<file path="config.mk">
export PLATFORM = sky130hd
export DESIGN_NAME = hc_sr_echo_gen
export DESIGN_NICKNAME = d
export VERILOG_FILES = /design/src/rtl/hc_sr_echo_gen.sv
export SDC_FILE = /design/constraint.sdc
export NUM_CORES = 1
export LEC_CHECK = 0
export CORE_MARGIN = 5
export CORE_UTILIZATION = 50
export DETAILED_ROUTE_END_ITERATION = 6
export DONT_BUFFER_PORTS = 1
export GPL_TIMING_DRIVEN = 0
export HOLD_SLACK_MARGIN = 0.12
export SYNTH_ARGS = -nofsm -noshare
export SYNTH_HDL_FRONTEND = slang
export SYNTH_SLANG_ARGS = --single-unit
export TNS_END_PERCENT = 30
</file>
<file path="constraint.sdc">
create_clock -name clk_us -period 3.1 [get_ports clk_us]
set_clock_uncertainty 0.1 [all_clocks]
set_input_delay 0.465 -clock clk_us [delete_from_list [all_inputs] [get_ports clk_us]]
set_output_delay 0.465 -clock clk_us [all_outputs]
set_load 0.03 [all_outputs]
</file>
<file path="src/rtl/hc_sr_echo_gen.sv">
// HC-SR04 responder model: answers a valid trig pulse with an echo whose width encodes dist_cm.
// Enforces minimum trig width, burst delay, out-of-range timeout and post-echo holdoff.
module hc_sr_echo_gen #(
  parameter int TRIG_MIN   = 10,
  parameter int BURST_US   = 200,
  parameter int MIN_CM     = 2,
  parameter int MAX_CM     = 400,
  parameter int TIMEOUT_US = 38000,
  parameter int HOLDOFF_US = 10000
) (
  input  logic       clk_us,
  input  logic       Rst_n,
  input  logic       trig,
  input  logic [8:0] dist_cm,
  output logic       echo,
  output logic       busy,
  output logic       short_trig
);

  typedef enum logic [2:0] {
    S_IDLE,
    S_TRIG_HI,
    S_BURST,
    S_ECHO,
    S_HOLDOFF
  } state_t;

  localparam logic [15:0] L_TRIG_MIN   = 16'(TRIG_MIN);
  localparam logic [15:0] L_BURST_LAST = 16'(BURST_US - 1);
  localparam logic [15:0] L_HOLD_LAST  = 16'(HOLDOFF_US - 1);
  localparam logic [15:0] L_TIMEOUT    = 16'(TIMEOUT_US);
  localparam logic [8:0]  L_MIN_CM     = 9'(MIN_CM);
  localparam logic [8:0]  L_MAX_CM     = 9'(MAX_CM);

  state_t      r_state;
  logic [15:0] r_cnt;
  logic [15:0] r_width;
  logic        r_trig_d;
  logic        r_echo;
  logic        r_busy;
  logic        r_short;

  logic [15:0] w_d16;
  logic [15:0] w_mul58;
  logic        w_in_range;
  logic [15:0] w_width_sel;

  // d*58 as shift-and-subtract; the largest 9-bit product still fits in 16 bits.
  assign w_d16       = {7'd0, dist_cm};
  assign w_mul58     = (w_d16 << 6) - (w_d16 << 2) - (w_d16 << 1);
  assign w_in_range  = (dist_cm >= L_MIN_CM) && (dist_cm <= L_MAX_CM);
  assign w_width_sel = w_in_range ? w_mul58 : L_TIMEOUT;

  always_ff @(posedge clk_us or negedge Rst_n) begin
    if (!Rst_n) begin
      r_state  <= S_IDLE;
      r_cnt    <= 16'd0;
      r_width  <= 16'd0;
      r_trig_d <= 1'b0;
      r_echo   <= 1'b0;
      r_busy   <= 1'b0;
      r_short  <= 1'b0;
    end else begin
      r_trig_d <= trig;
      r_short  <= 1'b0;
      case (r_state)
        S_IDLE: begin
          if (trig && !r_trig_d) begin
            r_state <= S_TRIG_HI;
            r_cnt   <= 16'd1;
            r_busy  <= 1'b1;
          end
        end
        S_TRIG_HI: begin
          if (trig) begin
            if (r_cnt != 16'hFFFF) r_cnt <= r_cnt + 16'd1;
          end else if (r_cnt >= L_TRIG_MIN) begin
            r_width <= w_width_sel;
            r_state <= S_BURST;
            r_cnt   <= 16'd0;
          end else begin
            r_short <= 1'b1;
            r_state <= S_IDLE;
            r_cnt   <= 16'd0;
            r_busy  <= 1'b0;
          end
        end
        S_BURST: begin
          if (r_cnt == L_BURST_LAST) begin
            r_state <= S_ECHO;
            r_cnt   <= 16'd0;
            r_echo  <= 1'b1;
          end else begin
            r_cnt <= r_cnt + 16'd1;
          end
        end
        S_ECHO: begin
          // Width was latched at trig fall so dist_cm changes cannot stretch this pulse.
          if (r_cnt == r_width - 16'd1) begin
            r_state <= S_HOLDOFF;
            r_cnt   <= 16'd0;
            r_echo  <= 1'b0;
          end else begin
            r_cnt <= r_cnt + 16'd1;
          end
        end
        S_HOLDOFF: begin
          if (r_cnt == L_HOLD_LAST) begin
            r_state <= S_IDLE;
            r_cnt   <= 16'd0;
            r_busy  <= 1'b0;
          end else begin
            r_cnt <= r_cnt + 16'd1;
          end
        end
        default: begin
          r_state <= S_IDLE;
          r_cnt   <= 16'd0;
          r_echo  <= 1'b0;
          r_busy  <= 1'b0;
        end
      endcase
    end
  end

  assign echo       = r_echo;
  assign busy       = r_busy;
  assign short_trig = r_short;

endmodule

</file>
[Word-level counts from Yosys, hierarchy flattened]
Cells that the tools add are included.
Operators by class
  order comparisons: 3
  reductions and logical operators: 11
  add/subtract/negate cells: 4
  eq/ne operators: 15
  bitwise operators: 3
  muxes and demuxes: 26
Operators with widths (count)
  2-to-1 mux 16 bit: 7
  one-hot mux 16 bit (5 select lines): 1
  adder 16 x 1 -> 16 bit (second input constant): 1
  == test 16 x 14 -> 1 bit (second input constant): 1
  == test 16 bit: 1
  == test 16 x 8 -> 1 bit (second input constant): 1
  greater-or-equal comparator 16 x 4 -> 1 bit (second input constant): 1
  != test 16 bit (second input constant): 1
  subtractor 15 x 11 -> 16 bit: 1
  subtractor 16 x 1 -> 16 bit (second input constant): 1
  subtractor 16 x 10 -> 16 bit: 1
  2-to-1 mux 3 bit: 5
  one-hot mux 3 bit (5 select lines): 1
  != test 2 bit (second input constant): 6
  AND reduction 5 bit: 2
  greater-or-equal comparator 9 x 2 -> 1 bit (second input constant): 1
  <= comparator 9 bit (second input constant): 1
  2-to-1 mux 1 bit: 9
  == test 3 x 2 -> 1 bit (second input constant): 2
  AND reduction 3 bit: 2
  one-hot mux 1 bit (4 select lines): 1
  == test 3 x 1 -> 1 bit (second input constant): 1
  == test 3 bit (second input constant): 1
  logical NOT 3 bit: 1
  other kinds (9): 12
Word-level totals
  input bits: 12
  bits in registers: 39
  word-level logic and storage cells: 69
  output and inout bits: 3

[Longest topological paths before layout]
Gate-level depths: netlist of run 1.
  depth in word-level cells: 4
  mapped depth: 11
  gate-level depth less buffers: 11

[Least setup slack after synthesis of run 1]
Ideal clock, no wire load.
  path type: input to register
  start point: in dist_cm[1]
  end point: reg r_width[13]
  buffers on the path: 0
  stages on the path: 11
  path slack: 0.270 ns
  data arrival time: 2.600 ns
  required time: 2.870 ns
  library setup time: 0.130 ns
  cell sequence: inv_1 > ha_1 > ha_1 > nor2b_1 > o21ai_0 > a21boi_0 > o21ai_0 > a21oi_1 > a2111oi_0 > xnor2_1 > o21ai_0
Between the ends
  word-level cells in the longest chain between the ends: 3
  elaborated cells between the ends (all ways): 6
  those cells by class: 2 x add/sub; 2 x order compare; 1 x mux; 1 x reduce/logical
RTL lines
  start, declared: line 14  | input logic [8:0] dist_cm,
  subtractor 15 x 11 -> 16 bit, or another cell as far along: line 50  | assign w_mul58 = (w_d16 << 6) - (w_d16 << 2) - (w_d16 << 1);
  subtractor 16 x 10 -> 16 bit or logical AND 1 bit (tied branches): line 50, 51
  2-to-1 mux 16 bit (*): line 52  | assign w_width_sel = w_in_range ? w_mul58 : L_TIMEOUT;
  end signal, assigned: line 78  | r_width <= w_width_sel;
  end, declared: line 37  | logic [15:0] r_width;
Mark *: on every way between the ends. The rest lies on a longest branch, timed or not.
A chain may end at the register's enable or synchronous reset.

[Worst setup path in the final report of run 1]
  start point: reg r_width[3]
  end point: reg r_cnt[4]
Between the ends
  word-level cells in the longest chain between the ends: 4
RTL lines
  subtractor 16 x 1 -> 16 bit: line 99  | if (r_cnt == r_width - 16'd1) begin
  == test 16 bit: line 99
  2-to-1 mux 16 bit: line 99
  one-hot mux 16 bit (5 select lines): line 66  | case (r_state)
  end signal, assigned: line 76  | if (r_cnt != 16'hFFFF) r_cnt <= r_cnt + 16'd1;
  end signal, assigned: line 104  | r_cnt <= r_cnt + 16'd1;
  end signal, assigned: line 113  | r_cnt <= r_cnt + 16'd1;
  end, declared: line 36  | logic [15:0] r_cnt;
No other way between the ends.

==> results of run 1 <==
[stage by stage]
step / area [µm²] / TNS [ns] / std cells / setup WS, ns / total power, W
final: 3550 / 0 / 478 / 0.160 / 0.00138
after detailed placement: 3410 / -0.115 / 469 / -0.0944 / 0.00104
after CTS: 3520 / 0 / 479 / 0.103 / 0.00139
after global routing: 3550 / 0 / 478 / 0.0167 / 0.00147
after floorplan: 3310 / 0 / 392 / 0.270 / 0.000942
after global placement: 3410 / -0.178 / 469 / -0.118 / 0.00103
[area by class of cell]
cell class                      instances  area share
Buffer                                 20      0.0289
Clock buffer                            7      0.0215
Inverter                               25      0.0264
Multi-Input combinational cell        308       0.617
Sequential cell                        38       0.268
Tap cell                               77      0.0271
Timing Repair Buffer                    3      0.0113
[path summary, 6_finish.rpt]
path,from,endpoint,slack (ns),cells past startpoint
min in group asynchronous,Rst_n,r_cnt[5],0.53,2
hold reg to reg,r_width[14],r_width[14],0.44,2
hold / removal,dist_cm[7],r_width[13],0.27,2
setup reg to reg,r_width[3],r_cnt[4],0.16,10
max in group asynchronous,Rst_n,r_state[2],2.18,2
setup / recovery,r_width[3],r_cnt[4],0.16,10
[worst register-to-register path, stage by stage (launching register included)]
cell,delay (ns)
dfrtp_1,0.36
buf_2,0.17
nor4_1,0.64
nand4_1,0.21
a2111o_1,0.38
and3_1,0.20
nor2_1,0.13
a21o_4,0.20
buf_6,0.17
o21ai_1,0.08
a22o_1,0.19
[state kept, by name (all words and copies together) (netlist names)]
signal / flops
busy: 1
echo: 1
r_cnt: 16
r_state: 3
r_trig_d: 1
r_width: 15
short_trig: 1
[Yosys cell counts, types with 3 or more instances]
master | instances | area share
nor3_1 | 15 | 0.023
dfrtp_1 | 38 | 0.29
ha_1 | 26 | 0.098
mux2i_1 | 5 | 0.015
fa_1 | 4 | 0.024
and3_1 | 10 | 0.019
nand2_1 | 29 | 0.033
o21ai_1 | 6 | 0.0091
nand2b_1 | 4 | 0.0076
a22o_1 | 12 | 0.032
inv_1 | 25 | 0.028
nand4_1 | 9 | 0.017
clkbuf_1 | 15 | 0.017
xnor2_1 | 24 | 0.063
a21oi_1 | 25 | 0.038
buf_6 | 3 | 0.010
xor2_1 | 8 | 0.021
nor2_1 | 25 | 0.028
nor2b_1 | 12 | 0.023
o211ai_1 | 4 | 0.0091
nor4_1 | 10 | 0.019
or3_1 | 3 | 0.0057
nand3_1 | 7 | 0.011
o22ai_1 | 4 | 0.0076
nor4b_1 | 3 | 0.0079
o21ai_0 | 25 | 0.038
[logic make-up after synthesis]
kind of cell | after synthesis | synth area share
AO/OA/AOI/OAI | 99 | 0.196
adder cells (fa/ha/maj) | 30 | 0.122
buffers and inverters | 46 | 0.0601
XOR/XNOR | 32 | 0.0847
multiplexers | 5 | 0.0151
AND/OR/NAND/NOR | 142 | 0.234
flip-flops | 38 | 0.287
[placed cells by master (no fill, tap or decap), types with 10 or more instances in the layout]
cell	n
o21ai_0	25
inv_1	25
ha_1	26
xnor2_1	24
nor2_1	25
and3_1	10
nor2b_1	12
a21oi_1	25
nor3_1	14
nand2_1	29
clkbuf_1	15
dfrtp_1	38
a22o_1	12
[report_power, final]
group          internal (W)  switching (W)  total (W)  leakage, nW
clock network      0.000155       0.000167   0.000322       0.0383
registers          0.000537      0.0000631   0.000600        0.493
logic              0.000199       0.000260   0.000459        0.972
[layer usage]
layer / vias up / global-route usage / wire [µm]
li1: 1433 / - / -
met1: 1340 / 0.232 / 3520
met2: 36 / 0.345 / 4110
met3: 9 / 0.0298 / 181
met4: 0 / 0.0623 / 111
met5: - / 0 / 0
[what timing repair did]
action,4_1_cts,5_1_grt
hold endpoints to repair,39,0
endpoints found under the setup margin,0,19
hold buffers,3,0
resized for setup,0,8
==> metrics.md, run 1 <==
| Metric | Value |
|---|---|
| Final global-route overflow total | 0 |
| Final setup violation count | 0 |
| Leak pwr | 1.50 nW |
| Synth unique cells | 58 |
| Largest net degree at the start of global routing | 39 |
| Clock Latency Late Sink | 0.29 ns |
| # H-tree levels | 2 |
| Final Util | 0.556 |
| Crit end category | register |
| CP Data Required Time | 3.18 ns |
| P&R area growth vs syn | 7.33% |
| Max FO, Critical Path | 10 |
| Initial Utilization | 0.518 |
| Chip width | 91.4 µm |
| Initial antenna violation count | 0 |
| Fillers | 594 |
| Clock sink total | 38 |
| First-pass GRT wire length | 13.2 mm |
| Slew HR | 0.512 |
| Share of cells above drive strength 1 | 0.0648 |
| Gr usage total | 0.192 |
| Syn_nets | 434 |
| # DRC | 0 |
| Pre-antenna DRT Iters | 4 |
| Number of enable flip-flop cells after synthesis | 0 |
| Critical-path top delay cell | nor4_1 |
| Clock buffer count from CTS | 5 |
| Post-synthesis sequential area ratio | 0.287 |
| Post-synth ARST share | 1.00 |
| FF+latch count, synth | 38 |
| Final hold violations | 0 |
| Core footprint | 6390 µm² |
| I/O Pins | 15 |
| RSZ-0062 raised after global routing | false |
| Vias in the first global route | 2736 |
| Peak supply drop | 0.000244 V |
| Post-Route WL | 7.92 mm |
| Pwr/cell area | 389 nW/µm² |
| DPL Wire Length | 6.12 mm |
| Min Tclk post-route | 2.94 ns |
| Diode count | 0 |
| Syn Std Cell Area | 3310 µm² |
| Buffers on Ports | 0 |
| Worst Hold Class | in -> reg |
| Fin. max-slew vios | 0 |
| Crit path kind | reg -> reg |
| WL per Instance | 16.6 µm |
| ANT nets after route | 0 |
| Via Count | 2818 |
| Synth Instances | 392 |
| Number of vias per cell | 5.90 |
| Tcrit/Tclk final | 0.948 |
| Detailed Route Iter0 Violations | 105 |
| Syn avg cell area | 8.45 µm² |
| Seq. cell area | 951 µm² |
| Die Y-Extent | 91.4 µm |
| Delay-heaviest family, CP | simple AND/OR/NAND/NOR gates |
| Clk buf depth | 2 |
| Outcome | finished, final reports clean |
| Ys Warns | 0 |
| Die area | 8350 µm² |
| Synth Flop Type | dfrtp_1 |
| RD Place Congestion | 0.838 |
| MaxCap Viol Count | 0 |
| CP arrival | 3.02 ns |
| Critical Path Source Type | register |
| Buffer and inverter count on the worst path | 2 |
| Actual slew at the worst max-slew pin | 0.713 ns |
| Worst hold slack | 0.274 ns |
| CTS tree | built |
| Max Freq | 340 MHz |
| Area occupied by multi-input gates | 2190 µm² |
| Worst path max stage delay | 0.64 ns |
| Clk root buf | clkbuf_8 |
| Setup Fix Bufs, Post-CTS | 0 |
| Nets | 443 |
| Row cnt | 29 |
| Critical Path, Cell by Cell | buf_2 -> nor4_1 -> nand4_1 -> a2111o_1 -> and3_1 -> nor2_1 -> a21o_4 -> buf_6 -> o21ai_1 -> a22o_1 |
| CTS clk-pin slew, worst paths | 0.08 ns |
(Power assumes the default switching activity.)
==> inputs of run 2 (changes only) <==
- CELL_PAD_IN_SITES_DETAIL_PLACEMENT: default -> 1
- CELL_PAD_IN_SITES_GLOBAL_PLACEMENT: default -> 2
- CORE_UTILIZATION: 50 -> 40
- GPL_TIMING_DRIVEN: 0 -> default
- PLACE_DENSITY_LB_ADDON: default -> 0.1
==> metrics.md, run 2 (synthesis results as in run 1) <==
| Metric | Value |
|---|---|
| Critical Path Source Type | register |
| Worst Hold Class | in -> reg |
| Clock power share | 0.222 (-0.011) |
| Critical Path, Cell by Cell | inv_1 -> ha_1 -> or3b_2 -> buf_4 -> nor4_4 -> xnor2_1 -> nor4_2 -> and4_4 -> a21o_4 -> o21ai_0 -> a22o_1 |
| Nets | 458 (+3.4%) |
| CP arrival | 3.02 ns (about the same) |
| CTS tree | built |
| # DRC | 0 (unchanged) |
| Worst path max stage delay | 0.46 ns (-0.18 ns) |
| WL per Instance | 18.5 µm (+11%) |
| Crit end category | register |
| Die Y-Extent | 101 µm (+11%) |
| Setup TNS | 0 ns (unchanged) |
| Commonest cells after routing, fill and taps aside | dfrtp_1 (38), buf_4 (34), nand2_1 (29) |
| Chip width | 101 µm (+11%) |
| Critical-path top delay cell | or3b_2 |
| Vias in the first global route | 3231 (+18%) |
| Initial antenna violation count | 0 (unchanged) |
| Largest regs | r_cnt x16, r_width x15, r_state x3 |
| I/O Pins | 15 (unchanged) |
| Core footprint | 8130 µm² (+27%) |
| Slew HR | 0.707 (+0.195) |
| Crit path kind | reg -> reg |
| Switching share of power | 0.357 (+0.00247) |
| Share of cells above drive strength 1 | 0.127 (+0.0626) |
| Clock sink total | 38 (unchanged) |
| Clk buf depth | 2 (unchanged) |
| Buffers on Ports | 0 (unchanged) |
| Via Count | 2979 (+5.7%) |
| Worst Setup SP | r_width[2] |
| CTS clk-pin slew, worst paths | 0.07 ns (about the same) |
| Clock Latency Late Sink | 0.29 ns (about the same) |
| Post-Route WL | 9.62 mm (+21%) |
| Pwr/cell area | 397 nW/µm² (+2.1%) |
| Hold path startpoint | dist_cm[8] |
| Row cnt | 33 (+14%) |
| Initial Utilization | 0.407 (-0.111) |
| Final setup violation count | 0 (unchanged) |
| Clock buffer count from CTS | 5 (unchanged) |
| First-pass GRT wire length | 15.8 mm (+20%) |
| Final hold violations | 0 (unchanged) |
| RD Place Congestion | 0.850 (+1.5%) |
| CP Data Required Time | 3.18 ns (about the same) |
| Gr usage total | 0.197 (+0.00507) |
| Number of vias per cell | 5.72 (-3.0%) |
| Leak pwr | 1.63 nW (+8.6%) |
| P&R area growth vs syn | 12.9% |
| Tcrit/Tclk final | 0.948 (about the same) |
| Detailed Route Iter0 Violations | 107 (+1.9%) |
| Max Freq | 340 MHz (about the same) |
| FF-to-FF Start | r_width[2] |
| Internal Power | 0.000953 W (+7.0%) |
| Comb pwr share | 0.384 (+0.052) |
| Clk root buf | clkbuf_8 |
| Outcome | finished, final reports clean |
| Post-route cell area | 3740 µm² (+5.2%) |
| RSZ-0062 raised after global routing | false |
| NetSw | 0.000530 W (+8.1%) |
| Die area | 10200 µm² (+22%) |
| Largest net degree at the start of global routing | 39 (unchanged) |
| Max reg flops | 16 (unchanged) |
| Most common cell after layout, fill and taps aside | dfrtp_1 |
| # H-tree levels | 2 (unchanged) |
| Max FO, Critical Path | 9 (-1) |
| Pre-antenna DRT Iters | 4 (unchanged) |
| Diode count | 0 (unchanged) |
| Final global-route overflow total | 0 (unchanged) |
| Seq pwr share | 0.394 (-0.041) |
| DPL Wire Length | 7.60 mm (+24%) |
| Post-Place Cell Area | 3570 µm² (+4.8%) |
| Top reg by flops | r_cnt |
| Actual slew at the worst max-slew pin | 0.435 ns (-0.278 ns) |
| Peak supply drop | 0.000162 V (-34%) |
| ANT nets after route | 0 (unchanged) |
| MaxCap Viol Count | 0 (unchanged) |
| Fin. max-slew vios | 0 (unchanged) |
| Min Tclk post-route | 2.94 ns (-0.000732 ns) |
==> run 2: cell count changes in the layout (fill, tap and decap cells not counted), moves of 2 or more <==
| cell | before | now |
|---|---|---|
| buf_2 | 2 | 0 |
| buf_4 | 0 | 34 |
| buf_6 | 3 | 0 |
| clkbuf_1 | 15 | 2 |
| clkbuf_2 | 2 | 0 |
==> run 2: critical path: cells and delay by family (launching register included) <==
| family | cells | cell delay, ns |
|---|---|---|
| flip-flops | 1 | 0.41 |
| XOR/XNOR | 1 | 0.12 |
| adder cells (fa/ha/maj) | 1 | 0.16 |
| AO/OA/AOI/OAI | 3 | 0.55 |
| AND/OR/NAND/NOR | 4 | 1.22 |
| buffers and inverters | 2 | 0.26 |
==> run 2: power by group through the flow <==
stage	Sequential [W]	Clock, W	Combinational [W]
4_1_cts	0.000581	0.000343	0.000565
5_1_grt	0.000590	0.000359	0.000633
6_report	0.000584	0.000329	0.000569
3_3_place_gp	0.000591	0	0.000536
2_1_floorplan	0.000575	0	0.000367
3_5_place_dp	0.000591	0	0.000545
==> run 2: area by class of cell <==
type,count,area [µm²]
Clock buffer,7,76.3
Fill cell,983,4400
Inverter,25,93.8
Multi-Input combinational cell,309,2190
Sequential cell,38,951
Tap cell,105,131
Timing Repair Buffer,37,295
==> run 2: path summary, 6_finish.rpt <==
kind	end	slack, ns	cells after the start
setup / recovery	r_cnt[9]	0.16	11
hold / removal	r_width[14]	0.27	2
setup reg to reg	r_cnt[9]	0.16	11
hold reg to reg	r_width[14]	0.44	2
max in group asynchronous	r_width[10]	2.17	2
min in group asynchronous	r_cnt[14]	0.53	2
==> run 2: stage by stage <==
step           setup WS, ns  std cells  power, W  utilization  hold WS (ns)
2_1_floorplan         0.270        392  0.000942            -        0.0694
3_5_place_dp         0.0363        507   0.00114        0.439        0.0706
4_1_cts              0.0328        517   0.00149        0.453         0.264
5_1_grt              0.0309        521   0.00158        0.459         0.275
3_3_place_gp          0.160        507   0.00113        0.439        0.0706
6_report              0.161        521   0.00148        0.459         0.271
==> run 2: timing repair <==
action | 4_1_cts | 5_1_grt
hold buffers | 3 | 0
resized for setup | 0 | 5
endpoints found under the setup margin | 0 | 13
endpoints found under the hold margin | 39 | 0
buffers inserted | 0 | 3
==> run 2: layer usage <==
metal  routed length, µm  part of all wire  track usage
met5                   0                 0            0
met1                4010              0.42        0.219
met4                 170             0.018       0.0573
met2                5270              0.55        0.385
met3                 176             0.018       0.0249
